### src/rtl/systolic_pkg.sv
// rtl/systolic_pkg.sv - shared constants and state encoding for the 4x4 systolic sequencer
package systolic_pkg;

    // Array edge length; the array is always square 4x4
    localparam int N                    = 4;
    localparam int NE                   = N * N;

    // Default operand and accumulator widths
    localparam int DW_DEFAULT           = 8;
    localparam int RW_DEFAULT           = 16;

    // A full skewed wavefront of an NxN operand pair takes 2N-1 steps
    localparam int FEED_STEPS           = 2 * N - 1;

    // Zero-feed cycles so the last product reaches the far corner PE
    localparam int DRAIN_CYCLES_DEFAULT = N - 1;

    // Step counter width; shared by the feed and drain phases
    localparam int STEP_W               = 4;

    typedef enum logic [2:0] {
        IDLE,
        CLEAR,
        FEED,
        DRAIN,
        CAPTURE
    } state_t;

endpackage

### src/rtl/systolic_ctrl_if.sv
// rtl/systolic_ctrl_if.sv - host and array-side signal bundle of the systolic sequencer
interface systolic_ctrl_if #(
    parameter int DW = 8,
    parameter int RW = 16
);

    // Host operand write port
    logic             wr_en;
    logic             wr_sel;
    logic [3:0]       wr_addr;
    logic [DW-1:0]    wr_data;

    // Host control and status
    logic             start;
    logic             busy;
    logic             done;
    logic [16*RW-1:0] c_out;

    // Array side
    logic             arr_clr;
    logic [4*DW-1:0]  a_feed;
    logic [4*DW-1:0]  b_feed;
    logic [16*RW-1:0] r_in;

    // Host plus array model: drives operands, start and accumulators
    modport master (
        output wr_en, wr_sel, wr_addr, wr_data, start, r_in,
        input  busy, done, c_out, arr_clr, a_feed, b_feed
    );

    // Sequencer side
    modport slave (
        input  wr_en, wr_sel, wr_addr, wr_data, start, r_in,
        output busy, done, c_out, arr_clr, a_feed, b_feed
    );

endinterface

### src/rtl/systolic_skew_mux.sv
// rtl/systolic_skew_mux.sv - combinational skewed wavefront selector for A rows and B columns
module systolic_skew_mux
    import systolic_pkg::*;
#(
    parameter int DW = DW_DEFAULT
) (
    input  logic [STEP_W-1:0] step,
    input  logic [NE*DW-1:0]  mem_a,
    input  logic [NE*DW-1:0]  mem_b,
    output logic [N*DW-1:0]   a_lanes,
    output logic [N*DW-1:0]   b_lanes
);

    // Lane i is delayed by i steps: row i carries A[i][t-i], column i carries B[t-i][i], zero outside the band
    always_comb begin
        a_lanes = '0;
        b_lanes = '0;
        for (int i = 0; i < N; i++) begin
            if ((int'(step) >= i) && ((int'(step) - i) < N)) begin
                a_lanes[DW*i +: DW] = mem_a[DW*(i*N + (int'(step) - i)) +: DW];
                b_lanes[DW*i +: DW] = mem_b[DW*((int'(step) - i)*N + i) +: DW];
            end
        end
    end

endmodule

### src/rtl/systolic_ctrl.sv
// rtl/systolic_ctrl.sv - sequencer that clears, feeds, drains and captures a 4x4 output-stationary array
module systolic_ctrl
    import systolic_pkg::*;
#(
    parameter int DW           = DW_DEFAULT,
    parameter int RW           = RW_DEFAULT,
    parameter int DRAIN_CYCLES = DRAIN_CYCLES_DEFAULT
) (
    input  logic          clk,
    input  logic          rst_n,
    systolic_ctrl_if.slave bus
);

    state_t                state_q,    state_d;
    logic [STEP_W-1:0]     step_q,     step_d;
    logic [NE*DW-1:0]      mem_a_q,    mem_a_d;
    logic [NE*DW-1:0]      mem_b_q,    mem_b_d;
    logic [N*DW-1:0]       a_feed_q,   a_feed_d;
    logic [N*DW-1:0]       b_feed_q,   b_feed_d;
    logic                  arr_clr_q,  arr_clr_d;
    logic                  done_q,     done_d;
    logic [NE*RW-1:0]      c_out_q,    c_out_d;

    logic [N*DW-1:0]       mux_a;
    logic [N*DW-1:0]       mux_b;

    // The mux looks at the step the array will see next cycle so the feed lanes can be registered
    systolic_skew_mux #(
        .DW (DW)
    ) u_skew_mux (
        .step    (step_d),
        .mem_a   (mem_a_q),
        .mem_b   (mem_b_q),
        .a_lanes (mux_a),
        .b_lanes (mux_b)
    );

    // Next-state and step counter; the counter is reused for feed steps and drain cycles
    always_comb begin
        state_d = state_q;
        step_d  = step_q;
        case (state_q)
            IDLE: begin
                if (bus.start) begin
                    state_d = CLEAR;
                    step_d  = '0;
                end
            end
            CLEAR: begin
                state_d = FEED;
                step_d  = '0;
            end
            FEED: begin
                if (step_q == STEP_W'(FEED_STEPS - 1)) begin
                    state_d = DRAIN;
                    step_d  = '0;
                end else begin
                    step_d  = step_q + 1'b1;
                end
            end
            DRAIN: begin
                if (step_q == STEP_W'(DRAIN_CYCLES - 1)) begin
                    state_d = CAPTURE;
                    step_d  = '0;
                end else begin
                    step_d  = step_q + 1'b1;
                end
            end
            CAPTURE: begin
                state_d = IDLE;
                step_d  = '0;
            end
            default: begin
                state_d = IDLE;
                step_d  = '0;
            end
        endcase
    end

    // Operand storage, feeds, clear strobe, done pulse and result capture
    always_comb begin
        mem_a_d   = mem_a_q;
        mem_b_d   = mem_b_q;
        a_feed_d  = '0;
        b_feed_d  = '0;
        arr_clr_d = 1'b0;
        done_d    = 1'b0;
        c_out_d   = c_out_q;

        // Host writes only land while idle so a running multiply sees frozen operands
        if ((state_q == IDLE) && bus.wr_en) begin
            if (bus.wr_sel) begin
                mem_b_d[DW*bus.wr_addr +: DW] = bus.wr_data;
            end else begin
                mem_a_d[DW*bus.wr_addr +: DW] = bus.wr_data;
            end
        end

        if (state_d == FEED) begin
            a_feed_d = mux_a;
            b_feed_d = mux_b;
        end

        arr_clr_d = (state_d == CLEAR);

        if (state_q == CAPTURE) begin
            c_out_d = bus.r_in;
            done_d  = 1'b1;
        end
    end

    // State and datapath registers
    always_ff @(posedge clk or negedge rst_n) begin
        if (!rst_n) begin
            state_q   <= IDLE;
            step_q    <= '0;
            mem_a_q   <= '0;
            mem_b_q   <= '0;
            a_feed_q  <= '0;
            b_feed_q  <= '0;
            arr_clr_q <= 1'b0;
            done_q    <= 1'b0;
            c_out_q   <= '0;
        end else begin
            state_q   <= state_d;
            step_q    <= step_d;
            mem_a_q   <= mem_a_d;
            mem_b_q   <= mem_b_d;
            a_feed_q  <= a_feed_d;
            b_feed_q  <= b_feed_d;
            arr_clr_q <= arr_clr_d;
            done_q    <= done_d;
            c_out_q   <= c_out_d;
        end
    end

    assign bus.busy    = (state_q != IDLE);
    assign bus.done    = done_q;
    assign bus.arr_clr = arr_clr_q;
    assign bus.a_feed  = a_feed_q;
    assign bus.b_feed  = b_feed_q;
    assign bus.c_out   = c_out_q;

endmodule

### src/flat_wrapper.sv
// flat-port wrapper written by rule: the top's interface ports become plain ports
module systolic_ctrl_flat import systolic_pkg::*;
#(
    parameter int DW           = DW_DEFAULT,
    parameter int RW           = RW_DEFAULT,
    parameter int DRAIN_CYCLES = DRAIN_CYCLES_DEFAULT
)
  (clk, rst_n, bus_wr_en, bus_wr_sel, bus_wr_addr, bus_wr_data, bus_start, bus_r_in, bus_busy, bus_done, bus_c_out, bus_arr_clr, bus_a_feed, bus_b_feed);
  systolic_ctrl_if #(.DW(DW), .RW(RW)) bus_i ();
  input  logic clk;
  input  logic rst_n;
  input wire logic [$bits(bus_i.wr_en)-1:0] bus_wr_en;
  input wire logic [$bits(bus_i.wr_sel)-1:0] bus_wr_sel;
  input wire logic [$bits(bus_i.wr_addr)-1:0] bus_wr_addr;
  input wire logic [$bits(bus_i.wr_data)-1:0] bus_wr_data;
  input wire logic [$bits(bus_i.start)-1:0] bus_start;
  input wire logic [$bits(bus_i.r_in)-1:0] bus_r_in;
  output wire logic [$bits(bus_i.busy)-1:0] bus_busy;
  output wire logic [$bits(bus_i.done)-1:0] bus_done;
  output wire logic [$bits(bus_i.c_out)-1:0] bus_c_out;
  output wire logic [$bits(bus_i.arr_clr)-1:0] bus_arr_clr;
  output wire logic [$bits(bus_i.a_feed)-1:0] bus_a_feed;
  output wire logic [$bits(bus_i.b_feed)-1:0] bus_b_feed;
  assign bus_i.wr_en = bus_wr_en;
  assign bus_i.wr_sel = bus_wr_sel;
  assign bus_i.wr_addr = bus_wr_addr;
  assign bus_i.wr_data = bus_wr_data;
  assign bus_i.start = bus_start;
  assign bus_i.r_in = bus_r_in;
  assign bus_busy = bus_i.busy;
  assign bus_done = bus_i.done;
  assign bus_c_out = bus_i.c_out;
  assign bus_arr_clr = bus_i.arr_clr;
  assign bus_a_feed = bus_i.a_feed;
  assign bus_b_feed = bus_i.b_feed;
  systolic_ctrl #(.DW(DW), .RW(RW), .DRAIN_CYCLES(DRAIN_CYCLES)) u_core (.clk(clk), .rst_n(rst_n), .bus(bus_i));
endmodule
### config.mk
export PLATFORM = sky130hd
export DESIGN_NAME = systolic_ctrl_flat
export DESIGN_NICKNAME = d
export VERILOG_FILES = /design/src/rtl/systolic_pkg.sv /design/src/rtl/systolic_ctrl_if.sv /design/src/rtl/systolic_skew_mux.sv /design/src/rtl/systolic_ctrl.sv /design/src/flat_wrapper.sv
export SDC_FILE = /design/constraint.sdc
export NUM_CORES = 1
export LEC_CHECK = 0
export ABC_AREA = 1
export CORE_MARGIN = 5
export CORE_UTILIZATION = 52
export DETAILED_ROUTE_END_ITERATION = 10
export PLACE_DENSITY_LB_ADDON = 0.1
export SYNTH_ARGS = -nofsm -noshare
export SYNTH_HDL_FRONTEND = slang
export SYNTH_HIERARCHICAL = 1
export SYNTH_SLANG_ARGS = --single-unit
### constraint.sdc
create_clock -name clk -period 4.63 [get_ports clk]
set_input_delay 0.926 -clock clk [delete_from_list [all_inputs] [get_ports clk]]
set_output_delay 0.926 -clock clk [all_outputs]
set_load 0.05 [all_outputs]
Word-level counts from Yosys, hierarchy flattened
Cells that the tools add are included.
{"block": "classes", "add_sub_neg": 11, "n_lt_le_gt_ge": 7, "n_eq_ne": 8, "shift": 10, "mux": 21, "bitwise": 1, "reduce_logical": 8}
{"cell": "indexed part select 128 x 11 -> 8 bit", "count": 3}
{"cell": "indexed part select 128 x 32 -> 8 bit", "count": 3}
{"cell": "bitwise mux 128 bit", "count": 2}
{"cell": "variable shift 8 x 34 -> 128 bit (first input constant)", "count": 1}
{"cell": "indexed part select 128 x 10 -> 8 bit", "count": 1}
{"cell": "indexed part select 128 x 8 -> 8 bit", "count": 1}
{"cell": "indexed part select 8 x 34 -> 128 bit", "count": 1}
{"cell": "2-to-1 mux 32 bit", "count": 2}
{"cell": "2-to-1 mux 8 bit", "count": 8}
{"cell": "negator 7 -> 34 bit", "count": 1}
{"cell": "adder 7 x 3 -> 8 bit (second input constant)", "count": 2}
{"cell": "< comparator 5 x 4 -> 1 bit (second input constant)", "count": 3}
{"cell": "adder 5 x 5 -> 6 bit (first input constant)", "count": 2}
{"cell": "2-to-1 mux 4 bit", "count": 3}
{"cell": "case mux 3 bit (4 select lines)", "count": 1}
{"cell": "case mux 4 bit (3 select lines)", "count": 1}
{"cell": "subtractor 4 x 2 -> 5 bit (second input constant)", "count": 2}
{"cell": "equality test 3 x 2 -> 1 bit (second input constant)", "count": 3}
{"cell": "2-to-1 mux 3 bit", "count": 3}
{"cell": "adder 7 x 2 -> 8 bit (second input constant)", "count": 1}
{"cell": "greater-or-equal comparator 4 x 2 -> 1 bit (second input constant)", "count": 2}
{"cell": "adder 4 x 5 -> 6 bit (first input constant)", "count": 1}
{"cell": "equality test 3 x 1 -> 1 bit (second input constant)", "count": 2}
{"cell": "subtractor 4 x 1 -> 5 bit (second input constant)", "count": 1}
{"cell": "12 further kinds", "count": 16}
{"block": "word_totals", "register_bits": 585, "in_bits": 273, "elab_cells": 75}

Logic depth before layout (Yosys ltp)
Gate-level depths: netlist (run 1).
{"block": "logic_depth", "ltp_word": 8, "ltp_mapped": 25, "depth_no_buf": 21}

By module
Netlist (run 1), hierarchy kept.
{"mod": "systolic_ctrl", "n_inst": 1, "cells_each": 2420, "area_per_inst_um2": 22766.8, "seq_area_each_um2": 14639.0}
{"mod": "systolic_skew_mux", "n_inst": 1, "cells_each": 1203, "area_per_inst_um2": 5510.3, "seq_area_each_um2": 0.0}

Worst setup path after synthesis (run 1)
OpenSTA, ideal clock, no wires.
{"block": "synth_path", "kind": "input to register", "start": "input port bus_start", "end": "register u_core.a_feed_q[10] (netlist: u_core/bus.a_feed[10])", "setup_ns": 0.131, "arrival_ns": 3.580, "setup_slack_ns": 0.920, "cell_stages": 19, "cell_sequence": "nor2_1 -> o221ai_1 -> a21oi_1 -> buf_6 -> inv_4 -> buf_4 -> buf_4 -> buf_2 -> ha_1 -> nand2_1 -> nand2_2 -> buf_6 -> ha_1 -> buf_1 -> inv_1 -> nand2_1 -> a21oi_1 -> inv_1 -> nor2_1"}
{"block": "synth_between", "elab_chain_len": 7, "word_cells_on_any_way": 13, "cone_classes": "add/sub: 2; order compare: 2; eq/ne: 1; shift: 1; mux: 6; reduce/logical: 1"}
{"item": "from (decl)", "line": "flat_wrapper.sv:16", "source": "input wire logic [$bits(bus_i.start)-1:0] bus_start;"}
{"item": "2-to-1 mux 4 bit *", "line": "systolic_ctrl.sv:44", "source": "if (bus.start) begin"}
{"item": "case mux 4 bit (3 select lines) *", "line": "systolic_ctrl.sv:42", "source": "case (state_q)"}
{"item": "net u_core.step_d[0]", "line": "systolic_ctrl.sv:15", "source": "logic [STEP_W-1:0] step_q, step_d;"}
{"item": "subtractor 4 x 1 -> 5 bit", "line": "systolic_skew_mux.sv:19, systolic_skew_mux.sv:20"}
{"item": "adder 4 x 5 -> 6 bit / < comparator 5 x 4 -> 1 bit (equally long branches)", "line": "systolic_skew_mux.sv:20, systolic_skew_mux.sv:19"}
{"item": "indexed part select 128 x 32 -> 8 bit / logical AND 1 bit (equally long branches)", "line": "systolic_skew_mux.sv:20, systolic_skew_mux.sv:19"}
{"item": "2-to-1 mux 8 bit *", "line": "systolic_skew_mux.sv:19", "source": "if ((int'(step) >= i) && ((int'(step) - i) < N)) begin"}
{"item": "net u_core.mux_a[10]", "line": "systolic_ctrl.sv:24", "source": "logic [N*DW-1:0] mux_a;"}
{"item": "2-to-1 mux 32 bit *", "line": "systolic_ctrl.sv:99", "source": "if (state_d == FEED) begin"}
{"item": "net u_core.a_feed_d[10]", "line": "systolic_ctrl.sv:18", "source": "logic [N*DW-1:0] a_feed_q, a_feed_d;"}
{"item": "to (signal assigned)", "line": "systolic_ctrl.sv:119", "source": "a_feed_q <= '0;"}
{"item": "to (signal assigned)", "line": "systolic_ctrl.sv:129", "source": "a_feed_q <= a_feed_d;"}
{"item": "to (decl)", "line": "systolic_ctrl.sv:18"}
Mark *: on every way through the listed nets, which the timed path passes. The rest lies on a longest branch.
A chain may end at the register's enable or synchronous reset.

Worst setup path in the final report (run 1)
{"block": "layout_path", "start": "register u_core.step_q[0]", "end": "register u_core.b_feed_q[16] (netlist: u_core/bus.b_feed[16])"}
{"block": "layout_between", "elab_chain_len": 8, "word_cells_on_any_way": 19, "cone_classes": "add/sub: 3; order compare: 2; eq/ne: 3; shift: 1; mux: 9; reduce/logical: 1"}
{"item": "from (decl)", "line": "systolic_ctrl.sv:15"}
{"item": "from (signal assigned)", "line": "systolic_ctrl.sv:126", "source": "step_q <= step_d;"}
{"item": "adder 4 x 1 -> 4 bit (tied with other cells)", "line": "systolic_ctrl.sv:58, systolic_ctrl.sv:66"}
{"item": "2-to-1 mux 4 bit (on tied branches)", "line": "systolic_ctrl.sv:62, systolic_ctrl.sv:54"}
{"item": "case mux 4 bit (3 select lines) *", "line": "systolic_ctrl.sv:42"}
{"item": "net u_core.step_d[2]", "line": "systolic_ctrl.sv:15"}
{"item": "subtractor 4 x 2 -> 5 bit", "line": "systolic_skew_mux.sv:19, systolic_skew_mux.sv:21"}
{"item": "adder 7 x 3 -> 8 bit / < comparator 5 x 4 -> 1 bit (equally long branches)", "line": "systolic_skew_mux.sv:21, systolic_skew_mux.sv:19"}
{"item": "indexed part select 128 x 11 -> 8 bit / logical AND 1 bit (equally long branches)", "line": "systolic_skew_mux.sv:21, systolic_skew_mux.sv:19"}
{"item": "2-to-1 mux 8 bit *", "line": "systolic_skew_mux.sv:19"}
{"item": "net u_core.mux_b[16]", "line": "systolic_ctrl.sv:25", "source": "logic [N*DW-1:0] mux_b;"}
{"item": "2-to-1 mux 32 bit *", "line": "systolic_ctrl.sv:99"}
{"item": "net u_core.b_feed_d[16]", "line": "systolic_ctrl.sv:19", "source": "logic [N*DW-1:0] b_feed_q, b_feed_d;"}
{"item": "to (signal assigned)", "line": "systolic_ctrl.sv:120", "source": "b_feed_q <= '0;"}
{"item": "to (signal assigned)", "line": "systolic_ctrl.sv:130", "source": "b_feed_q <= b_feed_d;"}
{"item": "to (decl)", "line": "systolic_ctrl.sv:19"}
Marks and branches as above.

==> run summary, run 1 <==
Met2 usage: 60.0%
Port bufs: 595
Max-slew violations: 0
Area growth from synthesis to layout: 29.8%
Yosys reg bits: 585
Post-route clock period utilization: 80.4%
CTS max path bufs: 3
Critical path arrival: 4300 ps
Dpl hpwl: 84000 um
1st-iter DRT viols: 3249
Fin Setup TNS: 0 ps
Leakage: 0.0172 uW
Hold Vio Cnt, Final: 0
Synth warnings: 6
Hold Path Class: in -> async
Reg2Reg Depth: 18
Synth Net Count: 3911
Setup violations, final: 0
Initial Util: 52.5%
CORE AREA: 53800 um2
Num CTS Buffers: 60
Synth cell types: 46
Nets: 4404
Prevailing post-synth register cell: dfrtp_1
RSZ-0062 raised after global routing: false
Worst r2r src: u_core/step_q[0]
Pwr/cell area: 874 nW/um2
Slew @ Worst Pin: 1110 ps
Clock-pin slew on the worst setup and hold paths: 60 ps
Post-cts sizing count: 0
Crit path launch: u_core/step_q[0]
Post-synthesis sequential area ratio: 51.8%
Layout cells sized above 1: 6.07%
Crit Path Class: reg -> reg
FILL cells: 4498
Data required time of the worst path: 5210 ps
GR peak layer: met2
Setup crit end kind: register
Pin count of the biggest net entering global routing: 195
VDD IR-drop max: 992 uV
Rows: 85
Post-layout min period: 3720 ps
Root buf cell: clkbuf_16
Fin Clk Skew: 47.5 ps
Gr usage total: 37.3%
DR DRC count: 0
Met1 usage: 45.5%
Final wirelength: 113000 um
CP Capture Point: u_core/bus.b_feed[16]
Global-route wire length before repair: 168000 um
Fin Hold WS: 335 ps
Vias post-DR: 27116
Chip Width: 243 um
CP startpoint kind: register
Routability congestion estimate: 1.02
R2R Setup Slk: 910 ps
Synth async-reset ratio: 100%
Detail Route Antenna Nets: 0
Register area: 14600 um2
Worst-path fanout max: 12
Max-cap violations: 0
DR pass1 iterations: 6
Grt ovf: 0
Avg Inst Size Synth: 7.80 um2
Die ar.: 59100 um2
Max-slew headroom: 26.2%
Die height: 243 um
GR Util met3: 7.35%
Footprint of the multi-input gates: 11800 um2
Mapped Cells: 3623
Routed vias/inst: 5.57
Avg WL per Cell: 23.1 um
Total power: 32100 uW
Clk sinks: 585
Initial antenna violation count: 5
FMAX: 269 MHz
Number of synthesized flops with an enable pin: 0
H-tree levels: 2
I/O pin count: 596
FF-to-FF End: u_core/bus.b_feed[16]
Postcts setup bufs: 0
CTS tree: done
Status: finished clean
Vias in the first global route: 26457
Mapped Area: 28300 um2
Worst skew pair latency: 640 ps
Hold_buf cts: 0
==> cells in the mapped netlist, types with 15 or more instances <==
| master | instances | area share, % |
|---|---|---|
| nor2_1 | 198 | 2.6 |
| dfrtp_1 | 585 | 52 |
| nand3_4 | 19 | 1.2 |
| nand2_1 | 1609 | 21 |
| o21ai_2 | 15 | 0.46 |
| clkbuf_1 | 85 | 1.1 |
| buf_1 | 18 | 0.24 |
| buf_2 | 60 | 1.1 |
| o21ai_0 | 68 | 1.2 |
| inv_1 | 187 | 2.5 |
| nand4_1 | 98 | 2.2 |
| nor3_1 | 19 | 0.34 |
| nand3_1 | 304 | 5.4 |
| o21ai_1 | 159 | 2.8 |
| a21oi_1 | 53 | 0.94 |
| buf_4 | 31 | 0.82 |
| ha_1 | 15 | 0.66 |
==> state kept, by name, summed over array words and instances (netlist names) <==
name and count:
u_core/mem_b_q 128, u_core/bus.a_feed 32, u_core/step_q 4, u_core/bus.arr_clr 1, u_core/bus.c_out 256, u_core/state_q 3, u_core/bus.b_feed 32, u_core/bus.done 1
u_core/mem_a_q 128
==> how the worst min path moves through the flow <==
stage	from	endpoint	cells past startpoint
finish	rst_n	u_core/bus.b_feed[25]	1
global route	rst_n	u_core/bus.b_feed[25]	1
floorplan	u_core/mem_b_q[102]	u_core/mem_b_q[102]	2
detailed placement	u_core/bus.c_out[95]	u_core/bus.c_out[95]	2
CTS	rst_n	u_core/bus.b_feed[25]	1
global placement	u_core/bus.c_out[108]	u_core/bus.c_out[108]	2
==> cell families after synthesis <==
kind of cell               after synthesis  synth area share [%]
xor gates and xnor gates                 3                 0.159
buffers and inverters                  407                  6.50
DFF                                    585                  51.8
AOI/OAI and AO/OA                      319                  6.15
and+or+nand+nor                       2294                  34.7
adders and majority gates               15                 0.664
==> layer usage <==
layer / routed length, um / part of all wire (%)
met2: 52400 / 47
met1: 40900 / 36
met3: 9230 / 8.2
met5: 37 / 0.033
met4: 9910 / 8.8
==> worst max-delay path, stage by stage (launching register included) <==
cell and delay, ps:
dfrtp_1 400, inv_1 150, ha_1 190, nand2_1 60, nor2_1 130, inv_1 50
a22oi_1 500, o22ai_1 190, buf_4 250, nor2_4 200, nand2_2 290, ha_1 300
nand2_1 100, nand2_1 150, nand2_8 110, nand4_4 260, a21oi_1 230, inv_1 50
nor2_1 90
==> report_power, final <==
| group | total (uW) | switching [uW] | internal, uW |
|---|---|---|---|
| combinational | 19600 | 13900 | 5720 |
| sequential | 7260 | 811 | 6450 |
| clock | 5210 | 2090 | 3120 |
| total | 32100 | 16800 | 15300 |
==> through the flow <==
stage,worst slack (ps),utilization (%),cell area (um2),instances
2_1_floorplan,920,-,28300,3623
3_3_place_gp,680,64.2,34500,4750
3_5_place_dp,596,64.2,34500,4750
4_1_cts,943,68.2,36700,4862
5_1_grt,590,68.2,36700,4864
6_report,908,68.2,36700,4864
==> layout by cell type, fill, tap and decap left out, types with 2 or more instances in the layout <==
| cell type | count |
|---|---|
| a21o_1 | 8 |
| a21oi_1 | 52 |
| a21oi_2 | 9 |
| buf_12 | 11 |
| buf_4 | 33 |
| bufinv_16 | 7 |
| clkbuf_1 | 10 |
| clkbuf_16 | 61 |
| clkbuf_8 | 20 |
| clkdlybuf4s50_1 | 594 |
| clkinv_1 | 3 |
| clkinv_2 | 9 |
| clkinvlp_4 | 3 |
| dfrtp_1 | 585 |
| diode_2 | 2 |
| ha_1 | 14 |
| inv_1 | 186 |
| inv_2 | 5 |
| inv_4 | 3 |
| inv_8 | 2 |
| nand2_1 | 1609 |
| nand2_2 | 14 |
| nand2_4 | 2 |
| nand3_1 | 304 |
| nand3_2 | 7 |
| nand3_4 | 19 |
| nand4_1 | 98 |
| nand4_2 | 3 |
| nand4_4 | 2 |
| nor2_1 | 197 |
| nor2_2 | 5 |
| nor2_4 | 7 |
| nor2_8 | 3 |
| nor3_1 | 19 |
| o21ai_0 | 67 |
| o21ai_1 | 159 |
| o21ai_2 | 15 |
| o22ai_1 | 2 |
==> final cells by class <==
type	instances	share of cell area (%)
inverters	199	2.10
clock inverters	21	0.862
multi-input cells	2631	32.2
clock buffers	91	5.01
diodes	2	0.0136
repair buffers	639	17.5
flip-flops and latches	585	39.9
well taps	696	2.37
Note: power is estimated with default switching activity, not from simulation.
==> inputs of run 2 (changes only) <==
Settings changed: CORE_UTILIZATION 52 to 47.
Clock period 4.63 ns to 3 ns, I/O delays scaled along.
==> run 2 against run 1 <==
Effect of this change:
- clock skew shrank 24 ps
- fmax rose by 29%
- critical path depth increased by 1
- clock power rose by 47%
- via count rose by 1.7%
- die area increased by 10%
- setup slack worse by 790 ps
==> run summary, run 2 (synthesized netlist as in run 1, its figures left out) <==
Slew @ Worst Pin: 902 ps
Global-route wire length before repair: 167000 um
Final wirelength: 116000 um
Hold Path Class: in -> async
Vias post-DR: 27570
Worst-path cell chain: inv_2 -> ha_4 -> nand2_2 -> nor2_2 -> inv_1 -> a22oi_2 -> buf_4 -> a21oi_4 -> buf_12 -> ha_1 -> inv_1 -> nand2_1 -> buf_4 -> o31ai_4 -> buf_4 -> nand2_1 -> nor2_1 -> inv_1 -> nor2_1
Critical-path top delay cell: dfrtp_1
1st-iter DRT viols: 2988
Num CTS Buffers: 61
FILL cells: 5279
Die ar.: 65200 um2
Met2 usage: 51.6%
Dpl hpwl: 88400 um
Die height: 255 um
Footprint of the multi-input gates: 12100 um2
GR Util met3: 10.7%
Leakage: 0.0181 uW
Area growth from synthesis to layout: 35.9%
Post-route clock period utilization: 96.2%
Grt ovf: 0
Commonest non-fill, non-tap cell in the layout: nand2_1
Status: finished clean
Vias in the first global route: 25596
Detail Route Antenna Nets: 0
Worst r2r src: u_core/step_q[0]
Max-cap violations: 0
DR DRC count: 0
FMAX: 347 MHz
Register area: 14600 um2
H-tree levels: 2
Port bufs: 595
Total power: 52800 uW
Placed cells: 4990
Routability congestion estimate: 1.00
CP startpoint kind: register
VDD IR-drop max: 957 uV
I/O pin count: 596
Rows: 90
Max-slew violations: 0
Clock-pin slew on the worst setup and hold paths: 60 ps
Area post-placement: 36100 um2
Post-layout min period: 2890 ps
Dpl ws: -195 ps
Pin count of the biggest net entering global routing: 101
Critical path arrival: 3430 ps
Hold Vio Cnt, Final: 0
Initial antenna violation count: 18
Reg2Reg Depth: 19
Data required time of the worst path: 3540 ps
CORE AREA: 60000 um2
R2R Setup Slk: 110 ps
Worst skew pair latency: 630 ps
Initial Util: 47.1%
CTS tree: done
Setup crit end kind: register
Crit Path Class: reg -> reg
Gr usage total: 33.9%
Chip Width: 255 um
Most frequent cells in the layout: nand2_1, clkdlybuf4s50_1, dfrtp_1, nand3_1, nor2_1
FF-to-FF End: u_core/bus.a_feed[25]
Met1 usage: 46.6%
Max-slew headroom: 39.9%
CTS max path bufs: 3
Avg WL per Cell: 22.6 um
Design area: 38400 um2
Max reg flops: 256
DR pass1 iterations: 8
Setup violations, final: 0
Fin Clk Skew: 23.8 ps
Nets: 4564
Root buf cell: clkbuf_16
Clk sinks: 585
Routed vias/inst: 5.39
Worst-path fanout max: 7
Non-Filler Instances: 5111
Max incr delay on CP: 410 ps
Layout cells sized above 1: 10.2%
Final setup margin: 115 ps
GR peak layer: met2
Pwr/cell area: 1370 nW/um2
[run 2: cell types whose count changed in the layout (fill, tap and decap cells not counted), moves of 5 or more]
cell | previous run | this run
ha_1 | 14 | 7
a21oi_1 | 52 | 46
inv_1 | 186 | 181
diode_2 | 2 | 9
a21oi_2 | 9 | 15
clkbuf_8 | 20 | 14
buf_4 | 33 | 165
nand2_1 | 1609 | 1603
buf_12 | 11 | 30
ha_4 | 0 | 7
[run 2: worst max-delay path: cells and delay by family, from the launching register on]
family                   cells  cell delay [ps]
AO/OA/AOI/OAI                3              650
adder cells (fa/ha/maj)      2              350
buffers and inverters        8              900
flip-flops                   1              410
AND/OR/NAND/NOR              6              470
[run 2: layout make-up]
class	count	area share, %
Clock inverter	22	0.648
Antenna cell	9	0.0586
Inverter	199	2.02
Tap cell	782	2.55
Sequential cell	585	38.1
Multi-Input combinational cell	2631	31.4
Clock buffer	85	4.57
Timing Repair Buffer	798	20.6
[run 2: how the worst max path moves through the flow]
stage                            end  slack (ps)              start  cells after the start
5_1_grt         u_core/bus.a_feed[8]         -10   u_core/step_q[0]                     21
3_5_place_dp   u_core/bus.a_feed[16]        -200          bus_start                     16
4_1_cts        u_core/bus.b_feed[16]          -8   u_core/step_q[0]                     18
6_report       u_core/bus.a_feed[25]         110   u_core/step_q[0]                     19
3_3_place_gp   u_core/bus.a_feed[16]        -130          bus_start                     16
2_1_floorplan  u_core/bus.a_feed[11]         -60  u_core/state_q[1]                     22
[run 2: routing by layer]
layer / vias to the layer above / routed length [um] / part of all wire, %
met5: - / 87 / 0.075
met2: 1444 / 51400 / 44
met3: 278 / 13100 / 11
met4: 14 / 4830 / 4.2
met1: 12981 / 46200 / 40
li1: 12853 / - / -
[run 2: per-stage QoR]
step	TNS, ps	hold WS, ps	utilization [%]
2_1_floorplan	-610	304	-
3_3_place_gp	-2310	452	60.2
3_5_place_dp	-4370	457	60.2
4_1_cts	-9.81	427	63.6
5_1_grt	-67.4	443	64.0
6_report	0	442	64.0
[run 2: repair_timing]
item	in CTS	in global routing
gates cloned	0	2
setup endpoints to repair	5	49
hold endpoints to repair	19	0
hold buffers	1	0
pin swaps	5	15
gates resized for setup	5	31
setup buffers	1	2
[run 2: where the power goes]
part           switching (uW)  internal (uW)
sequential               1220           9950
combinational           22300          11600
clock                    3230           4410
